`src/rtl/mem_bus_arbiter.sv`:
```
// mem_bus_arbiter: shares one single-port SRAM between fetch and data access.
// Fixed-latency sequencer with registered acks and a combinational stall vector.
module mem_bus_arbiter #(
  parameter int DATA_W  = 32,
  parameter int MEM_LAT = 1
) (
  input  logic              clk,
  input  logic              rst,
  input  logic              if_req_i,
  input  logic [DATA_W-1:0] if_addr_i,
  output logic [DATA_W-1:0] if_rdata_o,
  output logic              if_ack_o,
  input  logic              dm_req_i,
  input  logic              dm_we_i,
  input  logic [3:0]        dm_sel_i,
  input  logic [DATA_W-1:0] dm_addr_i,
  input  logic [DATA_W-1:0] dm_wdata_i,
  output logic [DATA_W-1:0] dm_rdata_o,
  output logic              dm_ack_o,
  output logic              mem_ce_o,
  output logic              mem_we_o,
  output logic [3:0]        mem_sel_o,
  output logic [DATA_W-1:0] mem_addr_o,
  output logic [DATA_W-1:0] mem_wdata_o,
  input  logic [DATA_W-1:0] mem_rdata_i,
  output logic [5:0]        stall_o
);

  localparam int CW = (MEM_LAT > 1) ? $clog2(MEM_LAT) : 1;
  localparam logic [CW-1:0] CNT_LOAD = CW'(MEM_LAT - 1);

  typedef enum logic [1:0] {
    S_IDLE,
    S_ACC,
    S_DONE
  } state_e;

  state_e            state_q, state_d;
  logic              owner_q, owner_d;
  logic              last_q, last_d;
  logic [CW-1:0]     cnt_q, cnt_d;
  logic [DATA_W-1:0] addr_q, addr_d;
  logic              we_q, we_d;
  logic [3:0]        sel_q, sel_d;
  logic [DATA_W-1:0] wdata_q, wdata_d;
  logic [DATA_W-1:0] if_rdata_q, if_rdata_d;
  logic [DATA_W-1:0] dm_rdata_q, dm_rdata_d;
  logic              if_ack_q, if_ack_d;
  logic              dm_ack_q, dm_ack_d;
  logic              grant_dm;
  logic              in_acc;

  // state and datapath registers, cleared by synchronous reset
  always_ff @(posedge clk) begin
    if (rst) begin
      state_q    <= S_IDLE;
      owner_q    <= 1'b0;
      last_q     <= 1'b0;
      cnt_q      <= '0;
      addr_q     <= '0;
      we_q       <= 1'b0;
      sel_q      <= '0;
      wdata_q    <= '0;
      if_rdata_q <= '0;
      dm_rdata_q <= '0;
      if_ack_q   <= 1'b0;
      dm_ack_q   <= 1'b0;
    end else begin
      state_q    <= state_d;
      owner_q    <= owner_d;
      last_q     <= last_d;
      cnt_q      <= cnt_d;
      addr_q     <= addr_d;
      we_q       <= we_d;
      sel_q      <= sel_d;
      wdata_q    <= wdata_d;
      if_rdata_q <= if_rdata_d;
      dm_rdata_q <= dm_rdata_d;
      if_ack_q   <= if_ack_d;
      dm_ack_q   <= dm_ack_d;
    end
  end

  // arbitration, access sequencing and completion
  always_comb begin
    state_d    = state_q;
    owner_d    = owner_q;
    last_d     = last_q;
    cnt_d      = cnt_q;
    addr_d     = addr_q;
    we_d       = we_q;
    sel_d      = sel_q;
    wdata_d    = wdata_q;
    if_rdata_d = if_rdata_q;
    dm_rdata_d = dm_rdata_q;
    if_ack_d   = 1'b0;
    dm_ack_d   = 1'b0;
    grant_dm   = 1'b0;
    unique case (state_q)
      S_IDLE: begin
        // data wins a tie unless it also won the previous grant
        grant_dm = dm_req_i & (~if_req_i | ~last_q);
        if (dm_req_i | if_req_i) begin
          owner_d = grant_dm;
          last_d  = grant_dm;
          cnt_d   = CNT_LOAD;
          state_d = S_ACC;
          if (grant_dm) begin
            addr_d  = dm_addr_i;
            we_d    = dm_we_i;
            sel_d   = dm_sel_i;
            wdata_d = dm_wdata_i;
          end else begin
            addr_d  = if_addr_i;
            we_d    = 1'b0;
            sel_d   = 4'hF;
            wdata_d = '0;
          end
        end
      end
      S_ACC: begin
        if (cnt_q == '0) begin
          state_d = S_DONE;
          if (owner_q) begin
            dm_ack_d = 1'b1;
            if (!we_q) dm_rdata_d = mem_rdata_i;
          end else begin
            if_ack_d   = 1'b1;
            if_rdata_d = mem_rdata_i;
          end
        end else begin
          cnt_d = cnt_q - CW'(1);
        end
      end
      S_DONE: state_d = S_IDLE;
      default: state_d = S_IDLE;
    endcase
  end

  // SRAM drive is active only while accessing
  always_comb begin
    in_acc      = (state_q == S_ACC);
    mem_ce_o    = in_acc;
    mem_we_o    = in_acc & we_q;
    mem_sel_o   = in_acc ? sel_q : 4'h0;
    mem_addr_o  = in_acc ? addr_q : '0;
    mem_wdata_o = in_acc ? wdata_q : '0;
  end

  // freeze the pipeline while a request waits for its ack
  always_comb begin
    stall_o = 6'b000000;
    if (dm_req_i & ~dm_ack_q)      stall_o = 6'b011111;
    else if (if_req_i & ~if_ack_q) stall_o = 6'b000011;
  end

  assign if_rdata_o = if_rdata_q;
  assign dm_rdata_o = dm_rdata_q;
  assign if_ack_o   = if_ack_q;
  assign dm_ack_o   = dm_ack_q;

  // owner must hold its request for the whole access
  a_hold_req: assert property (@(posedge clk) disable iff (rst)
    (state_q == S_ACC) |-> (owner_q ? dm_req_i : if_req_i));

  a_one_ack: assert property (@(posedge clk) disable iff (rst)
    !(if_ack_q && dm_ack_q));

endmodule

```
`config.mk`:
```
export PLATFORM = sky130hd
export DESIGN_NAME = mem_bus_arbiter
export DESIGN_NICKNAME = d
export VERILOG_FILES = /design/src/rtl/mem_bus_arbiter.sv
export SDC_FILE = /design/constraint.sdc
export NUM_CORES = 1
export LEC_CHECK = 0
export CAP_MARGIN = 20
export CORE_AREA = 2 2 108 110
export CTS_BUF_LIST = sky130_fd_sc_hd__clkbuf_8
export CTS_CLUSTER_SIZE = 20
export DETAILED_ROUTE_END_ITERATION = 7
export DIE_AREA = 0 0 110 112
export DONT_BUFFER_PORTS = 1
export PLACE_DENSITY = 0.67
export SYNTH_ARGS = -nofsm -noshare
export SYNTH_HDL_FRONTEND = slang
export SYNTH_SLANG_ARGS = --single-unit
export TNS_END_PERCENT = 1
```
`constraint.sdc`:
```
create_clock -name clk -period 3.4 [get_ports clk]
set_clock_uncertainty 0.05 [all_clocks]
set_input_delay 0.68 -clock clk [delete_from_list [all_inputs] [get_ports clk]]
set_output_delay 0.68 -clock clk [all_outputs]
set_load 0.02 [all_outputs]
```
==> summary.md <==
| Metric | Value |
|---|---|
| Setup crit end kind | output port |
| Setup-failing EPs final | 0 |
| CTS max path bufs | 2 |
| Slew Limit Fails | 0 |
| Clk sink count | 138 |
| Initial antenna violation count | 0 |
| DRT Wirelength | 15400 µm |
| Maximum vdd ir drop | 0.360 mV |
| Status | finished, final reports clean |
| Clock Pin Slew Worst Setup and Hold Paths | 0.08 ns |
| Seq/Total Area, Yosys | 47.7% |
| Root Driver | clkbuf_8 |
| Layout cell share with drive strength beyond 1 | 8.26% |
| Hold crit path type | in -> reg |
| Rows | 39 |
| Syn nets | 833 |
| Die W | 110 µm |
| Routability cong. | 0.798 |
| Final Hold Viols | 0 |
| Cell count along the critical path | 4 |
| Met3 Routed Length | 1480 µm |
| Largest stage delay on the critical path | 0.49 ns |
| Setup ws final | 0.380 ns |
| Seq cells post-synth | 138 |
| Total gr overflow | 0 |
| Largest net degree at the start of global routing | 135 |
| Synth Warn # | 0 |
| Total negative slack | 0 ns |
| Total GRT Usage | 23.8% |
| Post-Route Utilization | 54.7% |
| Slew of the pin with the lowest slew margin | 0.813 ns |
| WL/cell | 19.0 µm |
| Area Growth Syn to Fin | 5.66% |
| Global-route wire length before repair | 22900 µm |
| Max cap viols | 0 |
| Met2 WL post-DR | 7560 µm |
| Sequential power share | 52.4% |
| Worst Path Max Fanout | 38 |
| Max Freq | 331 MHz |
| Vias after detailed routing | 4848 |
| Final #Nets | 790 |
| Power per standard cell area | 574 nW/µm² |
| Switching fraction of total power | 29.7% |
| M1 WL | 5920 µm |
| Crit-path slowest cell | dfxtp_1 |
| EDFF count, synth | 0 |
| Final ANT Viol Nets | 0 |
| Tot Pwr | 3.51 mW |
| RSZ-0062 raised after global routing | false |
| # hold bufs at CTS | 0 |
| Post-synth ARST share | 0% |
| Largest area contributor in the netlist | dfxtp_1 |
| Combinational cell fraction of total power | 12.0% |
| Htree depth | 4 |
| Placed standard-cell area | 5740 µm² |
| Iteration-0 DRC count of the detailed router | 418 |
| ANT cells | 0 |
| PortBufs | 0 |
| Clock share of power | 35.6% |
| Power Internal | 2.47 mW |
| Cell family with most CP delay | buffers and inverters |
| Hpwl dp | 10100 µm |
| DRC viols | 0 |
| Mean Syn Cell Area | 8.31 µm² |
| Standard cell core area | 11200 µm² |
| Worst rel slew slack | 45.7% |
| Final cycle utilization of the critical path | 88.8% |
| Die Height | 112 µm |
| Setup CP Type | reg -> out |
| Finished Layout Cells | 809 |
| Vias per std cell | 5.99 |
| # Post-CTS Setup Buffers | 0 |
| Crit-path cells | nand2b_1 -> clkinvlp_4 -> buf_4 -> and2_1 |
| Synth unique cells | 29 |
| Top Layer Used | met4 |
| Top FF cell, synth | dfxtp_1 |
| Die ar. | 12300 µm² |
| Largest cells by area after synthesis | dfxtp_1, a21oi_1, nand2_1 |
| Hold path cells | 1 |
| Post-synth top area share | 47.7% |
| CP Data Required Time | 2.67 ns |
| Leak Pwr | 2.20 nW |
| Synthesized instance count | 696 |
| Sw Pwr | 1.04 mW |
| Pre-CTS setup slack | 0.602 ns |
| Critical Path Start Type | register |
| Number of global-route vias before repair | 4654 |
| Num CTS Buffers | 17 |
| CTS tree | yes |
| Hold Worst Slack | 0.269 ns |
| Crit path buf inv count | 2 |
| Post-placement cell count | 777 |
| Fin crit period | 3.02 ns |
| I/O Pins | 279 |
| Cell area after layout | 6110 µm² |
| Syn Std Cell Area | 5790 µm² |
| Starting density of the core | 51.8% |
| Cell depth of the worst flop-to-flop path | 4 |
| CP arrival | 2.29 ns |
| Initial DRT Pass Iterations | 5 |
| Worst-Skew Late Latency | 0.42 ns |
[cell usage after synthesis, drive strengths merged, types with 3 or more instances]
library cell  number
a21oi             98
a311oi            32
and2              69
buf               32
clkbuf            41
dfxtp            138
inv                3
mux2i             32
nand2            129
nand4             33
nor2              36
o21ai             34
o221a              4
[timing repair]
item	CTS	global route
endpoints found under the hold margin	0	0
resized for setup	0	1
endpoints found under the setup margin	0	36
[layout by cell type, fill, tap and decap left out, types with 3 or more instances in the layout]
master and count:
a21oi_1 98, a311oi_1 32, and2_1 69, buf_4 11
clkbuf_8 17, clkinvlp_4 3, dfxtp_1 138, inv_1 3
inv_6 7, mux2i_1 32, nand2_1 129, nand4_1 33
nor2_1 33, o21ai_0 34, o221a_2 4
[cell type report]
cell class	count	area, µm²
clock buffers	17	234
multi-input cells	482	2700
inverters	3	15.0
fillers	1049	5060
well taps	143	179
flip-flops and latches	138	2760
clock inverters	15	138
repair buffers	11	82.6
[metal layers]
layer,GRT usage [%],up-vias
met4,10.1,0
met2,39.8,223
li1,-,2306
met3,10.2,31
met5,0,-
met1,26.0,2288
[final timing paths]
| kind | from | to | slack [ns] |
|---|---|---|---|
| max | state_q[1] | mem_we_o | 0.38 |
| min | rst | addr_q[30] | 0.27 |
| max reg2reg | state_q[1] | wdata_q[19] | 1.42 |
| min reg2reg | wdata_q[3] | wdata_q[3] | 0.42 |
[worst reg2reg max path: cells and delay by family (launching register included)]
kind | cells | cell delay (ns)
and+or+nand+nor | 2 | 0.83
DFF | 1 | 0.39
buffers and inverters | 1 | 0.47
AOI/OAI and AO/OA | 1 | 0.18
[sequential cells by signal (all words and copies together) (netlist names)]
signal      cells
addr_q         32
dm_rdata_o     32
if_rdata_o     32
wdata_q        32
sel_q           4
state_q         2
dm_ack_o        1
if_ack_o        1
last_q          1
we_q            1
[kinds of logic after synthesis]
| logic type | synth area share (%) |
|---|---|
| other | 0.0648 |
| buffers and inverters | 6.05 |
| and+or+nand+nor | 23.1 |
| DFF | 47.7 |
| AOI/OAI and AO/OA | 17.5 |
| muxes | 5.54 |
[power groups by stage]
stage               Sequential (mW)  Combinational (mW)  Clock [mW]
floorplan                      1.84               0.395           0
global placement               1.87               0.408           0
detailed placement             1.87               0.423           0
CTS                            1.84               0.423        1.30
global route                   1.85               0.466        1.36
finish                         1.84               0.422        1.25
Power figures use the tool's default switching activity.
